`src/rtl/imem_fetch_ctrl.sv`:
```
// imem_fetch_ctrl: shares the instruction memory port between program load and fetch.
// It also owns the PC and drives the IF/ID outputs.
module imem_fetch_ctrl #(
   parameter int          DEPTH    = 16,
   parameter logic [15:0] START_PC = 16'h0000,
   parameter logic [3:0]  HALT_OP  = 4'hF
) (
   input  logic        clk,
   input  logic        rst,
   input  logic        ld_valid,
   output logic        ld_ready,
   input  logic [15:0] ld_addr,
   input  logic [15:0] ld_data,
   input  logic        start,
   input  logic        stall,
   input  logic        redirect,
   input  logic [15:0] redirect_pc,
   output logic [15:0] mem_addr,
   output logic [15:0] mem_wdata,
   output logic        mem_we,
   input  logic [15:0] mem_rdata,
   output logic        if_valid,
   output logic [15:0] if_instr,
   output logic [15:0] if_pc,
   output logic        halted,
   output logic        err
);
   typedef enum logic [1:0] {IDLE, RUN, HALT, ERR} state_t;
   localparam logic [16:0] LIMIT = 17'(2 * DEPTH);
   state_t state, state_nx;
   logic [15:0] pc, pc_nx, instr_nx, ipc_nx;
   logic v_nx, halted_nx, err_nx;
   logic ld_ok, ld_fire, tgt_ok, is_halt, fetch_last;
   function automatic logic addr_ok(input logic [15:0] a);
      return !a[0] && ({1'b0, a} < LIMIT);
   endfunction
   assign ld_ok      = addr_ok(ld_addr);
   assign tgt_ok     = addr_ok(redirect_pc);
   assign ld_fire    = (state == IDLE) && ld_valid && ld_ready;
   assign mem_we     = ld_fire && ld_ok;
   assign mem_addr   = (state == IDLE) ? ld_addr : pc;
   assign mem_wdata  = ld_data;
   assign is_halt    = mem_rdata[15:12] == HALT_OP;
   assign fetch_last = ({1'b0, pc} + 17'd2) >= LIMIT;
   always_comb begin
      state_nx  = state;
      pc_nx     = pc;
      instr_nx  = if_instr;
      ipc_nx    = if_pc;
      v_nx      = if_valid;
      halted_nx = halted;
      err_nx    = err;
      case (state)
         IDLE: begin
            if (ld_fire && !ld_ok) err_nx = 1'b1;
            if (start) begin
               state_nx = RUN;
               pc_nx    = START_PC;
            end
         end
         RUN: begin
            if (redirect) begin
               v_nx = 1'b0;
               if (tgt_ok) pc_nx = redirect_pc;
               else begin
                  state_nx = ERR;
                  err_nx   = 1'b1;
               end
            end else if (!stall) begin
               // a non-halt word in the last slot would need pc to run past the end
               if (!is_halt && fetch_last) begin
                  state_nx = ERR;
                  err_nx   = 1'b1;
                  v_nx     = 1'b0;
               end else begin
                  instr_nx = mem_rdata;
                  ipc_nx   = pc;
                  v_nx     = 1'b1;
                  if (is_halt) begin
                     state_nx  = HALT;
                     halted_nx = 1'b1;
                  end else pc_nx = pc + 16'd2;
               end
            end
         end
         HALT: begin
            if (start) begin
               state_nx  = RUN;
               pc_nx     = START_PC;
               halted_nx = 1'b0;
               v_nx      = 1'b0;
            end else if (redirect) begin
               halted_nx = 1'b0;
               v_nx      = 1'b0;
               if (tgt_ok) begin
                  state_nx = RUN;
                  pc_nx    = redirect_pc;
               end else begin
                  state_nx = ERR;
                  err_nx   = 1'b1;
               end
            end else if (!stall) v_nx = 1'b0;
         end
         ERR: begin
            v_nx = 1'b0;
            if (start) begin
               state_nx = RUN;
               pc_nx    = START_PC;
            end
         end
         default: state_nx = IDLE;
      endcase
   end
   always_ff @(posedge clk or negedge rst) begin
      if (!rst) begin
         state    <= IDLE;
         pc       <= START_PC;
         if_valid <= 1'b0;
         if_instr <= 16'h0000;
         if_pc    <= 16'h0000;
         halted   <= 1'b0;
         err      <= 1'b0;
         ld_ready <= 1'b0;
      end else begin
         state    <= state_nx;
         pc       <= pc_nx;
         if_valid <= v_nx;
         if_instr <= instr_nx;
         if_pc    <= ipc_nx;
         halted   <= halted_nx;
         err      <= err_nx;
         ld_ready <= state_nx == IDLE;
      end
   end
endmodule

```
`config.mk`:
```
export PLATFORM = sky130hd
export DESIGN_NAME = imem_fetch_ctrl
export DESIGN_NICKNAME = d
export VERILOG_FILES = /design/src/rtl/imem_fetch_ctrl.sv
export SDC_FILE = /design/constraint.sdc
export NUM_CORES = 1
export LEC_CHECK = 0
export CORE_MARGIN = 3
export CORE_UTILIZATION = 35
export DETAILED_ROUTE_END_ITERATION = 7
export PLACE_DENSITY_LB_ADDON = 0.08
export SKIP_LAST_GASP = 1
export SLEW_MARGIN = 20
export SYNTH_ARGS = -nofsm -noshare
export SYNTH_HDL_FRONTEND = slang
export SYNTH_SLANG_ARGS = --single-unit
```
`constraint.sdc`:
```
create_clock -name clk -period 2.35 [get_ports clk]
set_input_delay 0.235 -clock clk [delete_from_list [all_inputs] [get_ports clk]]
set_output_delay 0.235 -clock clk [all_outputs]
set_load 0.02 [all_outputs]
```
# Word-level counts from Yosys, hierarchy flattened
# Cells that the tools add are included.
dict set report word_totals {
  word_cells 98
  out_inout_bits 69
  ram_bits 0
  reg_bits 54
  latchBits 0
  romBits 0
  inputBits 70
  n_memories 0
}
dict set report classes {
  n_div 0
  order_cmp 3
  bitwise 3
  n_mux 42
  n_addsub 2
  shifts 0
  mul 0
  n_reduce_logical 22
  eq_ne 18
}
# cell n
set op_table {}
lappend op_table {{16-bit two-way mux} 9}
lappend op_table {{16-bit one-hot mux with 3 select lines} 1}
lappend op_table {{16-bit by 6-bit less-than comparator with 1-bit output, second input constant} 2}
lappend op_table {{1-bit two-way mux} 19}
lappend op_table {{2-bit two-way mux} 9}
lappend op_table {{16-bit by 2-bit adder with 17-bit output, second input constant} 1}
lappend op_table {{17-bit by 6-bit >= comparator with 1-bit output, second input constant} 1}
lappend op_table {{16-bit by 2-bit adder with 16-bit output, second input constant} 1}
lappend op_table {{3-bit inequality test, second input constant} 5}
lappend op_table {{2-bit inequality test, second input constant} 6}
lappend op_table {{6-bit AND reduction} 2}
lappend op_table {{1-bit logical AND} 7}
lappend op_table {{1-bit one-hot mux with 3 select lines} 2}
lappend op_table {{2-bit one-hot mux with 3 select lines} 1}
lappend op_table {{3-bit nonzero test} 2}
lappend op_table {{5-bit AND reduction} 1}
lappend op_table {{2-bit == test, second input constant} 2}
lappend op_table {{4-bit == test, second input constant} 1}
lappend op_table {{1-bit logical NOT} 4}
lappend op_table {{2-bit logical NOT} 2}
lappend op_table {{2-bit by 1-bit inequality test with 1-bit output, second input constant} 2}
lappend op_table {{4-bit inequality test, second input constant} 1}
lappend op_table {{4-bit AND reduction} 1}
lappend op_table {{1-bit NOT} 3}
lappend op_table {{5 further kinds} 5}

# Logic depth before layout (Yosys ltp)
dict set report depth {
  depth_word 8
  ltp_mapped 9
  depth_no_buf 8
}

# Worst setup path after synthesis
# Ideal clock, no wire load.
dict set report synth_timing {
  path_type {register to register}
  startpoint {register pc[1]}
  endpoint {register pc[3]}
  t_arrival_ns 2.371
  slack_ns -0.159
  setup_ns 0.138
  required_time_ns 2.212
  path_stages_with_launch 10
  path_buffers 1
  synth_period_minus_slack_ns 2.509
  cell_sequence {dfrtp_1 -> ha_1 -> or3_1 -> a211oi_1 -> a21boi_0 -> a221o_1 -> nor3b_2 -> o211a_4 -> buf_8 -> o2111ai_2}
}
dict set report synth_via {
  elab_chain_cells 6
  word_cells_on_any_way 11
  classes_between {2 x add/sub; 1 x order compare; 1 x eq/ne; 5 x mux; 2 x reduce/logical}
}
# element line_no
set synth_lines {}
lappend synth_lines {{start, declared} 31} ;# logic [15:0] pc, pc_nx, instr_nx, ipc_nx;
lappend synth_lines {{start signal, assigned} 126} ;# pc <= pc_nx;
lappend synth_lines {{parallel branches: the longest is 6 deep, another holds 16-bit by 2-bit adder with 17-bit output} -}
# Several ways; the timed one is not identified. The select of a mux whose other input is x is not followed.
# A chain may end at the register's enable or synchronous reset.

# Worst setup path after layout
dict set report layout_timing {
  startpoint {register pc[2]}
  endpoint {register if_pc[2]}
}
dict set report layout_via {
  elab_chain_cells 5
}
# element line_no
set layout_lines {}
lappend layout_lines {{16-bit by 2-bit adder with 17-bit output} 44} ;# assign fetch_last = ({1'b0, pc} + 17'd2) >= LIMIT;
lappend layout_lines {{17-bit by 6-bit >= comparator with 1-bit output} 44}
lappend layout_lines {{1-bit logical AND} 71} ;# if (!is_halt && fetch_last) begin
lappend layout_lines {{1-bit NOT (no line)} -}
lappend layout_lines {{4-bit AND reduction (no line)} -}
lappend layout_lines {{end signal, assigned} 129} ;# if_pc <= ipc_nx;
lappend layout_lines {{end, declared} 24} ;# output logic [15:0] if_pc,
# Parallel ways exist; a longest one is shown, timed or not.

==> run metrics <==
Cell Pwr Density=953 mW/mm^2; vias in the first global route=2610; post-synth net total=351; number of synthesized flops with an enable pin=0; sequential area share after synthesis=0.453; Pre-Repair DR Iteration Count=4; Fmax=0.421 GHz; via density per instance=5.15; Hold/Removal Path Class=in -> async; crit end category=flop; H-tree depth=2; FF/Latch Area=0.00135 mm^2; CP max stage delay=0.42 ns; Power Total=4.25 mW; Residual DRC=0; Worst-path clk slew=0.10 ns; #FFs+latches synth=54; Final GP Congestion=0.853; maximum vdd ir drop=approximately 540 uV; CTS Buf Count=5; layout cells sized above 1=0.268; YS warnings=0; core area=0.00826 mm^2; status=complete, but fails checks; distinct cell type count after synthesis=49; total clock sinks=54; first-pass GRT wire length=around 13000 um; Synth Area per Inst=about 11 um^2; crit-path cells=ha_4 -> or3_1 -> a211oi_2 -> a21boi_1 -> a221o_1 -> o21ai_2 -> nand2_2 -> buf_12 -> mux2_2; Port-buffer cells=between 100 and 150; antenna violations before repair=0; antenna-violating nets left=0; Layout area overhead=49.8%; Fillers=753; Die Footprint=0.00966 mm^2; # IOs=139; die height=98.3 um; drt total wl=7900 um; Avg WL per Cell=15.8 um; gr ovfl total=0; Leakage=2.02 nW; worst hold margin=0.416 ns; Die Width=98.3 um; Initial Utilization=0.361; critical path class=reg -> reg; Top FF cell, synth=dfrtp_1; final setup skew=0.00611 ns; RSZ-0062 raised after global routing=true; Async SR Flop Fraction=1.00; Crit path arrival time=about 2.6 ns; Pins Over Slew Limit=0; initial DRC count=a little under 70; Worst Slack Setup Final=-0.0271 ns; placed inst area=0.00424 mm^2; Critical Path Fanout Max=23; largest net degree at the start of global routing=24; final worst path period share=1.01; Critical-path top delay cell=dfrtp_1; Layout Nets=471; Fin. Hold Viols=0; Final Setup Violations=25; worst-margin pin slew=0.487 ns; failing checks=negative setup slack; vias=2578; cells after synthesis=275; Root Driver=clkbuf_8; CTS tree=yes; antenna fix cells=0; Clock Path Buffers=2; area taken by multi-input logic gates=0.00150 mm^2; row count=33; Skew-Pair Late Insertion Delay=~0.3 ns; Total GRT Usage=0.162; Slew HR=0.673; WP data required=2.55 ns; fin util=0.541; Final Instance Area=between 0.004 and 0.005 mm^2; Setup WS pre-CTS=-0.0516 ns; Startpoint Class=flop; hpwl dp=6060 um; max-cap violations=0; fin crit period=2.38 ns; Mapped Area=0.00298 mm^2
-- final timing paths --
check	from	to	slack [ns]	cells after the start
setup / recovery	pc[2]$_DFFE_PN0P_	if_pc[2]$_DFFE_PN0P_	-0.03	9
hold / removal	rst	if_valid$_DFFE_PN0P_	0.42	2
setup reg to reg	pc[2]$_DFFE_PN0P_	if_pc[2]$_DFFE_PN0P_	-0.03	9
hold reg to reg	if_instr[10]$_DFFE_PN0P_	if_instr[10]$_DFFE_PN0P_	0.51	1
max in group asynchronous	rst	if_pc[4]$_DFFE_PN0P_	1.31	3
min in group clk	ld_data[12]	mem_wdata[12]	0.47	0
-- timing repair --
| item | in CTS | in global routing |
|---|---|---|
| endpoints found under the setup margin | 53 | 54 |
| cloned | 0 | 1 |
| hold buffers | 1 | 0 |
| gates resized for setup | 16 | 18 |
| pin swaps | 1 | 5 |
| endpoints found under the hold margin | 19 | 0 |
| buffers inserted | 1 | 1 |
-- worst max-delay path, delay by kind of cell (launching register included) --
family	cells	cell delay, ns
buf+inv	1	0.17
simple gates	2	0.42
compound gates	4	0.79
fa+ha+maj	1	0.18
flops	1	0.42
mux	1	0.28
-- power by group --
| part | total [mW] | internal [mW] | switching, mW |
|---|---|---|---|
| registers | 1.28 | 1.15 | 0.133 |
| clock network | 0.667 | 0.351 | 0.316 |
| logic | 2.31 | 1.17 | 1.14 |
-- state kept, by name, summed over array words and instances (netlist names) --
| signal | cells |
|---|---|
| if_valid | 1 |
| if_pc | 16 |
| halted | 1 |
| err | 1 |
| ld_ready | 1 |
| pc | 16 |
| if_instr | 16 |
| state | 2 |
-- metrics by stage --
stage          std cells  setup TNS, ns
4_1_cts              500        -0.0965
6_report             501         -0.396
3_5_place_dp         490          -1.33
3_3_place_gp         490         -0.244
5_1_grt              501          -4.48
2_1_floorplan        275       -0.00318
-- synth_stat cells (all sizes together), types with 4 or more instances --
cell | count | area [um^2]
dfrtp | 54 | 1350
mux2 | 44 | 495
buf | 21 | 173
nand3 | 16 | 85.1
nand2 | 14 | 55.1
nor2 | 14 | 52.6
o21ai | 13 | 68.8
nor2b | 11 | 68.8
inv | 9 | 33.8
nor4 | 8 | 56.3
a21oi | 7 | 35.0
ha | 6 | 75.1
or3 | 5 | 31.3
clkbuf | 4 | 15.0
nand2b | 4 | 25.0
nand4 | 4 | 25.0
nor3b | 4 | 35.0
o22ai | 4 | 25.0
o31ai | 4 | 30.0
-- cell families (layout without fill, tap and decap cells) --
group / count (synthesis) / in the layout / synth area share
buffers and inverters: 34 / 154 / 0.0743
DFF: 54 / 54 / 0.453
and+or+nand+nor: 87 / 87 / 0.160
adders and majority gates: 6 / 6 / 0.0252
AOI/OAI and AO/OA: 47 / 48 / 0.112
muxes: 45 / 45 / 0.170
xor gates and xnor gates: 2 / 2 / 0.00588
-- final cells by class --
cell class,instances,area share
repair buffers,137,0.297
well taps,105,0.0294
multi-input cells,188,0.336
clock inverters,2,0.00869
clock buffers,6,0.0185
inverters,9,0.00757
flip-flops and latches,54,0.303
-- metal layers --
layer	share of wire	vias to the layer above	wire, um	track usage
li1	-	1223	-	-
met1	0.45	1258	3540	0.209
met2	0.47	87	3750	0.268
met3	0.066	10	518	0.0450
met4	0.012	0	92	0.0420
met5	0	-	0	0
-- layout by cell type (no fill, tap or decap), types with 11 or more instances in the layout --
master	synthesis	layout
clkdlybuf4s50_1	0	88
dfrtp_1	54	52
mux2_2	44	44
buf_4	16	26
nand3_1	15	15
nor2_1	14	14
nand2_1	13	12
o21ai_0	12	11
nor2b_1	11	11
dlygate4sd2_1	0	11
Note: power is estimated with default switching activity, not from simulation.
